## config.mk

```make
export PLATFORM = sky130hd
export DESIGN_NAME = ram_program_loader
export DESIGN_NICKNAME = d
export VERILOG_FILES = /design/src/rtl/ram_program_loader.sv
export SDC_FILE = /design/constraint.sdc
export NUM_CORES = 1
export LEC_CHECK = 0
export CORE_UTILIZATION = 54
export CTS_BUF_LIST = sky130_fd_sc_hd__clkbuf_16
export DETAILED_ROUTE_END_ITERATION = 12
export HOLD_SLACK_MARGIN = 0.15
export PLACE_DENSITY = 0.84
export SKIP_LAST_GASP = 1
export SYNTH_ARGS = -nofsm -noshare
export SYNTH_HDL_FRONTEND = slang
export SYNTH_SLANG_ARGS = --single-unit
```

## constraint.sdc

```tcl
create_clock -name clk -period 5.98 [get_ports clk]
set_clock_uncertainty 0.05 [all_clocks]
set_input_delay 1.196 -clock clk [delete_from_list [all_inputs] [get_ports clk]]
set_output_delay 1.196 -clock clk [all_outputs]
set_load 0.01 [all_outputs]
```

## src/rtl/ram_program_loader.sv

```systemverilog
// ram_program_loader
//   Writes a stream of program bytes into the CPU's read-only program RAM,
//   starting at address 0. It then reads the whole RAM back and compares an
//   8-bit running sum with the sum of the accepted bytes. The CPU is held in
//   clear (cpu_hold, ORed into the CPU clr) while a session is in progress,
//   and stays held if the readback does not match.
//
// Ports
//   clk        system clock, rising edge
//   clr        synchronous active-high reset
//   start      begin a load session (taken in IDLE, DONE or ERROR only)
//   in_data    program byte
//   in_valid   in_data valid
//   in_ready   loader accepts a byte this cycle (LOAD only)
//   ram_we     RAM write strobe, same cycle as byte acceptance
//   ram_ce     RAM read enable during readback
//   ram_addr   RAM address, 0 whenever no strobe is active
//   ram_wdata  RAM write data
//   ram_rdata  RAM read data, combinational from ram_addr
//   cpu_hold   keep the CPU in clear
//   busy       LOAD or VERIFY in progress
//   done       last session loaded and verified
//   err        last session failed verification
//   count      bytes accepted in the current session (0..DEPTH)
//   checksum   sum of accepted bytes, modulo 2**DATA_W
//
// state  | meaning
// -------+------------------------------------------------------------
// IDLE   | after reset, strobes off, CPU free
// LOAD   | accepting bytes, one RAM write per accepted byte
// VERIFY | reading every RAM word back, accumulating the readback sum
// DONE   | image verified, CPU released, done held
// ERROR  | readback mismatch, CPU kept in clear, err held

module ram_program_loader #(
  parameter int ADDR_W = 4,
  parameter int DATA_W = 8,
  parameter int DEPTH  = 16
) (
  input  logic              clk,
  input  logic              clr,
  input  logic              start,
  input  logic [DATA_W-1:0] in_data,
  input  logic              in_valid,
  output logic              in_ready,
  output logic              ram_we,
  output logic              ram_ce,
  output logic [ADDR_W-1:0] ram_addr,
  output logic [DATA_W-1:0] ram_wdata,
  input  logic [DATA_W-1:0] ram_rdata,
  output logic              cpu_hold,
  output logic              busy,
  output logic              done,
  output logic              err,
  output logic [ADDR_W:0]   count,
  output logic [DATA_W-1:0] checksum
);

  typedef enum logic [2:0] {
    S_IDLE,
    S_LOAD,
    S_VERIFY,
    S_DONE,
    S_ERROR
  } state_t;

  localparam logic [ADDR_W-1:0] LAST_ADDR = ADDR_W'(DEPTH - 1);

  state_t            state, state_n;
  logic [ADDR_W-1:0] addr, addr_n;
  logic [ADDR_W:0]   count_n;
  logic [DATA_W-1:0] checksum_n;
  logic [DATA_W-1:0] rsum, rsum_n;
  logic [DATA_W-1:0] rsum_total;
  logic              done_n, err_n;

  always_ff @(posedge clk) begin
    if (clr) begin
      state    <= S_IDLE;
      addr     <= '0;
      count    <= '0;
      checksum <= '0;
      rsum     <= '0;
      done     <= 1'b0;
      err      <= 1'b0;
    end else begin
      state    <= state_n;
      addr     <= addr_n;
      count    <= count_n;
      checksum <= checksum_n;
      rsum     <= rsum_n;
      done     <= done_n;
      err      <= err_n;
    end
  end

  always_comb begin
    state_n    = state;
    addr_n     = addr;
    count_n    = count;
    checksum_n = checksum;
    rsum_n     = rsum;
    done_n     = done;
    err_n      = err;
    rsum_total = rsum + ram_rdata;

    in_ready  = 1'b0;
    ram_we    = 1'b0;
    ram_ce    = 1'b0;
    ram_addr  = '0;
    ram_wdata = '0;
    cpu_hold  = 1'b0;
    busy      = 1'b0;

    case (state)
      S_IDLE, S_DONE, S_ERROR: begin
        // A failed image must never run, so ERROR keeps the CPU held.
        cpu_hold = (state == S_ERROR);
        if (start) begin
          state_n    = S_LOAD;
          addr_n     = '0;
          count_n    = '0;
          checksum_n = '0;
          rsum_n     = '0;
          done_n     = 1'b0;
          err_n      = 1'b0;
        end
      end

      S_LOAD: begin
        in_ready = 1'b1;
        cpu_hold = 1'b1;
        busy     = 1'b1;
        if (in_valid) begin
          // Write lands on the same edge the byte is accepted.
          ram_we     = 1'b1;
          ram_addr   = addr;
          ram_wdata  = in_data;
          addr_n     = addr + ADDR_W'(1);
          count_n    = count + (ADDR_W + 1)'(1);
          checksum_n = checksum + in_data;
          if (addr == LAST_ADDR) begin
            // addr wraps to 0 here, ready for the readback pass.
            state_n = S_VERIFY;
            rsum_n  = '0;
          end
        end
      end

      S_VERIFY: begin
        ram_ce   = 1'b1;
        ram_addr = addr;
        cpu_hold = 1'b1;
        busy     = 1'b1;
        rsum_n   = rsum_total;
        addr_n   = addr + ADDR_W'(1);
        if (addr == LAST_ADDR) begin
          // Compare including the last word read this cycle.
          if (rsum_total == checksum) begin
            state_n = S_DONE;
            done_n  = 1'b1;
          end else begin
            state_n = S_ERROR;
            err_n   = 1'b1;
          end
        end
      end

      default: state_n = S_IDLE;
    endcase
  end

endmodule

```

==> results of run 1 <==
## routing by layer
metal,up-vias,routed length (um),track usage
met2,49,2724,0.4634
met5,-,0,0
met3,6,302,0.06849
met4,0,74,0.09574
li1,1087,-,-
met1,1050,2528,0.3441
## logic make-up (layout without fill, tap and decap cells)
logic type / after synthesis / count (layout) / synth area share
xor gates and xnor gates: 23 / 23 / 0.08910
muxes: 2 / 2 / 0.008855
DFF: 30 / 30 / 0.2656
buffers and inverters: 25 / 70 / 0.05202
AOI/OAI and AO/OA: 64 / 64 / 0.2147
and+or+nand+nor: 117 / 117 / 0.2634
adders and majority gates: 18 / 18 / 0.1063
## per-stage QoR
stage / hold WS (ps) / power (mW)
CTS: 417.0 / 0.6871
global route: 444.7 / 0.7239
finish: 418.9 / 0.6867
detailed placement: 406.1 / 0.4514
floorplan: 411.3 / 0.3811
global placement: 393.9 / 0.4448
## registers in the layout (all words and copies together), names as in the netlist
| signal | count |
|---|---|
| count | 5 |
| done | 1 |
| checksum | 8 |
| state | 3 |
| addr | 4 |
| err | 1 |
| rsum | 8 |
## placed cells by master (no fill, tap or decap), types with 3 or more instances in the layout
master,instances
inv_1,11
nor2b_1,8
clkdlybuf4s50_1,51
nand2b_1,6
a22oi_1,9
ha_1,16
a21o_1,3
nand3_1,6
nand4_1,7
nor3b_1,3
nor2_1,43
nand2_1,14
o21bai_1,3
a211oi_1,4
nor4_1,3
and3_1,8
a21oi_1,15
clkbuf_16,5
xor2_1,9
dfxtp_1,30
o21ai_1,3
o21ai_0,6
xnor2_1,14
nor3_1,8
## critical path: cells and delay by family
kind                   cells  cell delay (ps)
AND/OR/NAND/NOR            3              520
buffers and inverters      3             1560
## layout make-up
cell class              instances  area [um^2]
inverters                      11        41.29
well taps                      50        62.56
fillers                       313         1105
repair buffers                 51        510.5
multi-input cells             224         1543
clock buffers                   5        125.1
clock inverters                 3        12.51
flip-flops and latches         30        600.6
## how the worst max path moves through the flow
stage	from	endpoint	slack, ps
final	in_valid	ram_addr[3]	1440
after global routing	in_valid	ram_addr[3]	1320
after CTS	in_valid	ram_addr[3]	1460
after detailed placement	in_valid	ram_addr[3]	1450
after global placement	in_valid	ram_addr[3]	1520
after floorplan	in_valid	ram_addr[0]	2660
## power by group
group	switching (mW)	internal [mW]	total (mW)
registers	0.0179	0.213	0.231
clock network	0.0869	0.150	0.237
logic	0.118	0.100	0.219
==> reports/results.tsv, run 1 <==
stage	metric	value	unit
layout	post-layout util	0.7238	
worst_setup_path	Worst R2R Setup Slack	3400	ps
yosys	Syn Area/Cell	8.104	um^2
yosys	Mapped Area	2261	um^2
die	Initial Util	0.5652	
global_route	largest net degree at the start of global routing	29	
yosys	most frequent cell after synthesis	nor2_1	
layout	layout cell share with drive strength beyond 1	0.05247	
sta	crit share post-route	0.7587	
yosys	post-synthesis net count	317	
clock_tree	PostCTS Resize Cnt	0	
routing	Avg Vias per Cell	5.861	
yosys	leading area contributor after synthesis	dfxtp_1	
sta	unrepaired setup endpoints after global routing	no	
sta	final setup vio count	0	
min_path	HP Class	flip-flop to flip-flop	
routing	initial DRC count	107	
placed_design	IO buf count	51	
yosys	Post-synth EDFFs	0	
clock_tree	clk buf depth	2	
die	Die Ht	66.71	um
layout	antenna cells	0	
sta	final worst path period need	4537	ps
die	Rows	23	
layout	Layout area overhead	28.06	%
die	Die Area	4450	um^2
sta	TNS Setup	0	ps
clock_tree	clock sinks	30	
die	die width	66.71	um
layout	final cell count without fillers	374	
global_route	grt ovf	0	
routing	via count	2192	
routing	DRC	0	
placed_design	dpl ws	1447	ps
clock_tree	Post-CTS Setup Inserts	0	
worst_setup_path	arrival time at the worst endpoint	3290	ps
yosys	fraction of registers with async set/reset	0	
yosys	Ys Warns	0	
clock_tree	clock root buffer	clkbuf_16	
worst_setup_path	Max stage delay on crit path	730	ps
yosys	top-area cell type share of the netlist area	0.2656	
yosys	main area contributors after synthesis	dfxtp_1 27%, ha_1 8.9%, nor2_1 7.1%	
worst_setup_path	Crit Path Category	primary input to output pin	
global_route	vias in the first global route	2002	
min_path	Hold Crit Depth	2	
placed_design	cell area after placement	2758	um^2
clock_tree	Post-CTS Hold Buffers	0	
power	Pwr per Cell Area	237.2	nW/um^2
power	Peak VDD IR	0.1811	mV
worst_setup_path	CP required	4730	ps
placed_design	DPL Wire Length	4.137	mm
min_path	Hold EP	done	
power	Leak	1.163	nW
placed_design	placed insts	366	
run_status	status	finished clean	
yosys	Post-synth top cells	43 x nor2_1, 30 x dfxtp_1, 16 x ha_1	
sta	Max Slew Vio Count	0	
clock_tree	H-tree levels	2	
worst_setup_path	most frequent CP cell	clkdlybuf4s50_1	
yosys	Synth Register Bits	30	
global_route	first-pass GRT wire length	9.163	mm
worst_setup_path	Startpoint Class	primary input	
routing	1st-pass router iterations	4	
worst_setup_path	slowest cell on the critical path	clkdlybuf4s50_1	
min_path	hold_sp	done	
yosys	Most used DFF post-synth	dfxtp_1	
placed_design	gpl congestion	0.8551	
global_route	All-Layer GR Usage	0.2778	
clock_tree	CTS clk-pin slew, worst paths	50	ps
worst_setup_path	CP endpoint kind	output pin	
yosys	Mapped Cells	279	
worst_setup_path	crit-path cells	clkdlybuf4s50_1 -> nand2_1 -> inv_1 -> nor2_1 -> nor2b_1 -> clkdlybuf4s50_1	
sta	Worst Tran Pin Value	1024	ps
layout	final net count	361	
global_route	initial antenna violation count	0	
routing	routed length per placed instance	15.05	um
sta	Max Freq	220.4	MHz
die	# IOs	52	
clock_tree	CTS Buf Count	5	
yosys	post-synthesis sequential area ratio	0.2656	
routing	routed wire length	5.630	mm
worst_setup_path	FF-to-FF End	state[2]	
job	max-cap viol count	0	
clock_tree	CTS tree	built	
die	Core Box Area	4000	um^2
sta	Slew HR	0.3155	
worst_setup_path	launch point of the worst reg-to-reg path	rsum[0]	
sta	count of final hold-check violations	0	
worst_setup_path	CP max FO	12	
layout	Final Instance Area	2895	um^2
clock_tree	Worst-Skew Late Latency	280	ps
yosys	post-synth cell types	57	
routing	antenna viol nets, final	0	
worst_setup_path	Reg2Reg Depth	9	
sta	fin worst setup slack	1443	ps
Power figures use the tool's default switching activity.
==> run 2: changes to the inputs <==
--- a/config.mk
+++ b/config.mk
@@ -5,11 +5,11 @@
 export SDC_FILE = /design/constraint.sdc
 export NUM_CORES = 1
 export LEC_CHECK = 0
-export CORE_UTILIZATION = 54
+export CORE_UTILIZATION = 46
 export CTS_BUF_LIST = sky130_fd_sc_hd__clkbuf_16
 export DETAILED_ROUTE_END_ITERATION = 12
 export HOLD_SLACK_MARGIN = 0.15
-export PLACE_DENSITY = 0.84
+export PLACE_DENSITY = 0.76
 export SKIP_LAST_GASP = 1
 export SYNTH_ARGS = -nofsm -noshare
 export SYNTH_HDL_FRONTEND = slang
==> constraint.sdc (replaced) <==
create_clock -name clk -period 4.1 [get_ports clk]
set_clock_uncertainty 0.05 [all_clocks]
set_input_delay 0.82 -clock clk [delete_from_list [all_inputs] [get_ports clk]]
set_output_delay 0.82 -clock clk [all_outputs]
set_load 0.01 [all_outputs]
==> reports/results.tsv, run 2 (synthesis results as in run 1) <==
stage	metric	value	unit	change
run_status	status	finished clean		
routing	antenna viol nets, final	0		unchanged
worst_setup_path	Critical path destination	ram_addr[3]		
clock_tree	CTS clk-pin slew, worst paths	50	ps	about the same
die	Core Box Area	4723	um^2	+18%
sta	final worst path period need	3363	ps	
job	max-cap viol count	0		unchanged
sta	Slew HR	0.6505		+0.3350
routing	routed length per placed instance	13.95	um	-7.3%
worst_setup_path	CP max FO	12		unchanged
global_route	vias in the first global route	1853		-7.4%
clock_tree	Post-CTS Setup Inserts	0		unchanged
routing	via count	2181		-0.50%
routing	1st-pass router iterations	5		+1
layout	final net count	365		+1.1%
global_route	largest net degree at the start of global routing	18		-38%
global_route	first-pass GRT wire length	8.694	mm	-5.1%
routing	initial DRC count	150		+40%
power	Peak VDD IR	0.2215	mV	+22%
worst_setup_path	Crit Path Category	primary input to output pin		
layout	final cell count without fillers	395		+5.6%
min_path	HP Class	flip-flop to flip-flop		
worst_setup_path	CP endpoint kind	output pin		
power	Leak	1.183	nW	+1.7%
sta	final setup vio count	0		unchanged
routing	Avg Vias per Cell	5.522		-5.8%
worst_setup_path	crit path launch	in_valid		
die	Initial Util	0.4787		-0.08654
sta	Max Freq	297.4	MHz	
placed_design	gpl congestion	0.8818		+3.1%
worst_setup_path	Startpoint Class	primary input		
die	Rows	25		+8.7%
layout	biggest regs	checksum: 8 flops, rsum: 8 flops, count: 5 flops		
sta	Worst Tran Pin Value	524.2	ps	-499.3 ps
clock_tree	Post-CTS Hold Buffers	0		unchanged
layout	Layout area overhead	30.33	%	
global_route	grt ovf	0		unchanged
placed_design	IO buf count	51		unchanged
clock_tree	clock root buffer	clkbuf_16		
layout	most frequent cells in the layout	51 x clkdlybuf4s50_1, 43 x nor2_1, 30 x dfxtp_1, 16 x ha_1, 15 x a21oi_1		
die	die width	72.11	um	+8.1%
placed_design	placed insts	387		+5.7%
routing	routed wire length	5.512	mm	-2.1%
clock_tree	PostCTS Resize Cnt	0		unchanged
worst_setup_path	arrival time at the worst endpoint	2490	ps	-800 ps
routing	DRC	0		unchanged
sta	count of final hold-check violations	0		unchanged
sta	Max Slew Vio Count	0		unchanged
layout	layout cell share with drive strength beyond 1	0.06402		+0.01156
sta	WHS	417.2	ps	-1.656 ps
placed_design	cell area after placement	2809	um^2	+1.9%
worst_setup_path	Reg2Reg Depth	9		unchanged
worst_setup_path	launch point of the worst reg-to-reg path	rsum[0]		
worst_setup_path	Worst R2R Setup Slack	1590	ps	-1810 ps
placed_design	DPL Wire Length	4.102	mm	-0.85%
die	# IOs	52		unchanged
layout	antenna cells	0		unchanged
sta	crit share post-route	0.8202		
clock_tree	CTS Buf Count	5		unchanged
worst_setup_path	CP required	3230	ps	-1500 ps
global_route	All-Layer GR Usage	0.2119		-0.06595
clock_tree	clock sinks	30		unchanged
die	Die Ht	72.11	um	+8.1%
clock_tree	CTS tree	built		
worst_setup_path	FF-to-FF End	state[2]		
clock_tree	H-tree levels	2		unchanged
layout	most common cell after layout, fill and taps aside	clkdlybuf4s50_1		
die	Die Area	5199	um^2	+17%
power	Pwr per Cell Area	338.6	nW/um^2	+43%
clock_tree	clk buf depth	2		unchanged
layout	Final Instance Area	2947	um^2	+1.8%
sta	unrepaired setup endpoints after global routing	no		
global_route	initial antenna violation count	0		unchanged
clock_tree	Worst-Skew Late Latency	270	ps	about the same
sta	TNS Setup	0	ps	unchanged
==> run 2: cell types whose count changed in the layout (fill, tap and decap cells not counted), sizes merged <==
| cell | before | now |
|---|---|---|
| buf | 0 | 4 |
==> run 2: worst min path at each step <==
stage | start | end | slack [ps] | cells after the start
detailed placement | done | done | 410 | 2
global route | err | err | 440 | 2
finish | done | done | 420 | 2
floorplan | rsum[3] | rsum[3] | 410 | 2
CTS | done | done | 420 | 2
global placement | done | done | 400 | 2
==> run 2: layout make-up <==
type,count,area (um^2)
fillers,424,1777
multi-input cells,224,1543
flip-flops and latches,30,600.6
repair buffers,55,540.5
clock buffers,5,125.1
well taps,67,83.83
inverters,11,41.29
clock inverters,3,12.51
==> run 2: per-stage QoR <==
step | util | setup WS (ps) | power, mW
2_1_floorplan | - | 1356 | 0.5558
3_3_place_gp | 0.5947 | 749.2 | 0.6564
3_5_place_dp | 0.5947 | 659.9 | 0.6612
4_1_cts | 0.6238 | 737.8 | 1.001
5_1_grt | 0.6238 | 591.5 | 1.057
6_report | 0.6238 | 737.0 | 0.9978
==> run 2: routing by layer <==
layer  GRT usage  share of wire  vias up
li1            -              -     1101
met1      0.2943           0.49     1021
met2      0.3333           0.46       55
met3     0.04167          0.043        4
met4     0.06100         0.0071        0
met5           0              0        -
==> run 2: report_power, final <==
group	internal [mW]	switching, mW
clock network	0.219	0.119
registers	0.311	0.0261
logic	0.151	0.173
==> run 2: critical path, stage by stage <==
cell and delay (ps):
clkdlybuf4s50_1 450, buf_4 160, nand2_1 180, inv_1 130
nor2_1 80, nor2b_1 120, clkdlybuf4s50_1 540
==> run 3: changes to the inputs <==
--- a/config.mk
+++ b/config.mk
@@ -5,11 +5,11 @@
 export SDC_FILE = /design/constraint.sdc
 export NUM_CORES = 1
 export LEC_CHECK = 0
-export CORE_UTILIZATION = 46
+export CORE_UTILIZATION = 51
 export CTS_BUF_LIST = sky130_fd_sc_hd__clkbuf_16
 export DETAILED_ROUTE_END_ITERATION = 12
 export HOLD_SLACK_MARGIN = 0.15
-export PLACE_DENSITY = 0.76
+export PLACE_DENSITY = 0.8
 export SKIP_LAST_GASP = 1
 export SYNTH_ARGS = -nofsm -noshare
 export SYNTH_HDL_FRONTEND = slang
==> constraint.sdc (replaced) <==
create_clock -name clk -period 3.1 [get_ports clk]
set_clock_uncertainty 0.05 [all_clocks]
set_input_delay 0.62 -clock clk [delete_from_list [all_inputs] [get_ports clk]]
set_output_delay 0.62 -clock clk [all_outputs]
set_load 0.01 [all_outputs]
==> reports/results.tsv, run 3 (synthesis results as in run 1) <==
stage	metric	value	unit	change
sta	WHS	416.4	ps	-0.7720 ps
worst_setup_path	CP endpoint kind	flip-flop		
sta	final worst path period need	2890	ps	
clock_tree	PostCTS Resize Cnt	0		unchanged
clock_tree	H-tree levels	2		unchanged
global_route	initial antenna violation count	0		unchanged
layout	biggest regs	checksum: 8 flops, rsum: 8 flops, count: 5 flops		
routing	initial DRC count	270		+80%
power	Leak	1.254	nW	+6.0%
power	Peak VDD IR	0.3407	mV	+54%
routing	antenna viol nets, final	0		unchanged
routing	routed wire length	6.325	mm	+15%
clock_tree	Worst-Skew Late Latency	280	ps	about the same
sta	Max Freq	346.1	MHz	
sta	fin worst setup slack	210.5	ps	-526.5 ps
die	Rows	23		-8.0%
clock_tree	CTS Buf Count	5		unchanged
worst_setup_path	CP max FO	3		-9
routing	1st-pass router iterations	4		-1
worst_setup_path	Crit Path Category	primary input to flip-flop		
routing	DRC	0		unchanged
placed_design	gpl congestion	0.8667		-1.7%
placed_design	placed insts	382		-1.3%
sta	final setup vio count	0		unchanged
placed_design	DPL Wire Length	4.396	mm	+7.2%
layout	final net count	377		+3.3%
clock_tree	clk buf depth	2		unchanged
die	die width	68.58	um	-4.9%
global_route	All-Layer GR Usage	0.2902		+0.07829
placed_design	IO buf count	51		unchanged
clock_tree	Post-CTS Setup Inserts	0		unchanged
sta	count of final hold-check violations	0		unchanged
placed_design	cell area after placement	2878	um^2	+2.5%
die	Initial Util	0.5494		+0.07073
sta	Worst Tran Pin Value	485.3	ps	-38.98 ps
job	max-cap viol count	0		unchanged
global_route	grt ovf	0		unchanged
layout	layout cell share with drive strength beyond 1	0.1029		+0.03892
clock_tree	clock root buffer	clkbuf_16		
sta	Max Slew Vio Count	0		unchanged
clock_tree	clock sinks	30		unchanged
layout	Layout area overhead	34.59	%	
layout	Final Instance Area	3043	um^2	+3.3%
layout	final cell count without fillers	390		-1.3%
global_route	largest net degree at the start of global routing	15		-3
layout	most common cell after layout, fill and taps aside	clkdlybuf4s50_1		
worst_setup_path	launch point of the worst reg-to-reg path	rsum[0]		
sta	crit share post-route	0.9321		
layout	Sequential cell area	600.6	um^2	unchanged
worst_setup_path	crit path launch	ram_rdata[0]		
global_route	first-pass GRT wire length	10.03	mm	+15%
run_status	status	finished clean		
worst_setup_path	arrival time at the worst endpoint	3050	ps	+560 ps
layout	antenna cells	0		unchanged
min_path	hold_sp	done		
layout	most frequent cells in the layout	51 x clkdlybuf4s50_1, 43 x nor2_1, 30 x dfxtp_1, 16 x ha_1, 16 x buf_4		
die	# IOs	52		unchanged
clock_tree	CTS tree	built		
die	Core Box Area	4115	um^2	-13%
layout	Filler cells	333		-21%
die	Die Ht	68.58	um	-4.9%
power	Design Power	1.467	mW	+47%
die	Die Area	4703	um^2	-9.5%
clock_tree	CTS clk-pin slew, worst paths	50	ps	about the same
placed_design	dpl ws	-8.008	ps	-667.9 ps
min_path	HP Class	flip-flop to flip-flop		
power	Pwr per Cell Area	482.1	nW/um^2	+42%
sta	unrepaired setup endpoints after global routing	no		
global_route	vias in the first global route	2170		+17%
worst_setup_path	Startpoint Class	primary input		
clock_tree	Post-CTS Hold Buffers	0		unchanged
sta	Slew HR	0.6681		+0.01762
layout	area of the multi-input gates	1543	um^2	unchanged
worst_setup_path	CP required	3260	ps	+30 ps
routing	via count	2335		+7.1%
routing	Avg Vias per Cell	5.987		+8.4%
routing	routed length per placed instance	16.22	um	+16%
[run 3: cell types whose count changed in the layout (fill, tap and decap cells not counted), sizes merged]
cell,before,now
bufinv,0,1
buf,4,16
inv,12,11
[run 3: power by group]
part / internal, mW / switching (mW) / leakage, nW / total (mW)
sequential: 0.410 / 0.0301 / 0.243 / 0.440
combinational: 0.216 / 0.250 / 0.927 / 0.466
clock: 0.376 / 0.185 / 0.0836 / 0.560
[run 3: metrics by stage]
stage / util / TNS (ps)
after floorplan: - / 0
after global placement: 0.6993 / 0
after detailed placement: 0.6993 / -8.008
after CTS: 0.7394 / 0
after global routing: 0.7394 / 0
final: 0.7394 / 0
[run 3: final cells by class]
cell class	count	share of cell area
sequential	30	0.1974
timing repair buffer	67	0.2072
clock inverter	3	0.01316
inverter	11	0.01357
multi-input combinational	224	0.5070
clock buffer	5	0.04112
tap	50	0.02056
[run 3: path summary, 6_finish.rpt]
check / endpoint / slack (ps) / cells after the start
setup reg to reg: done / 690 / 10
hold reg to reg: done / 420 / 2
setup / recovery: done / 210 / 11
hold / removal: done / 420 / 2
[run 3: layer usage]
layer / track usage / part of all wire / wire length [um] / vias up
met2: 0.5147 / 0.49 / 3084 / 90
met1: 0.3480 / 0.42 / 2683 / 1107
met4: 0.1042 / 0.018 / 114 / 0
met5: 0 / 0 / 0 / -
li1: - / - / - / 1123
met3: 0.04934 / 0.070 / 442 / 15
[run 3: critical path, stage by stage]
cell and delay (ps):
clkdlybuf4s50_1 460, ha_1 180, inv_1 60, fa_1 470, xnor2_1 140, a211oi_1 210
nand4_1 100, nor3_1 390, buf_4 200, nand4_1 110, o21ai_1 110
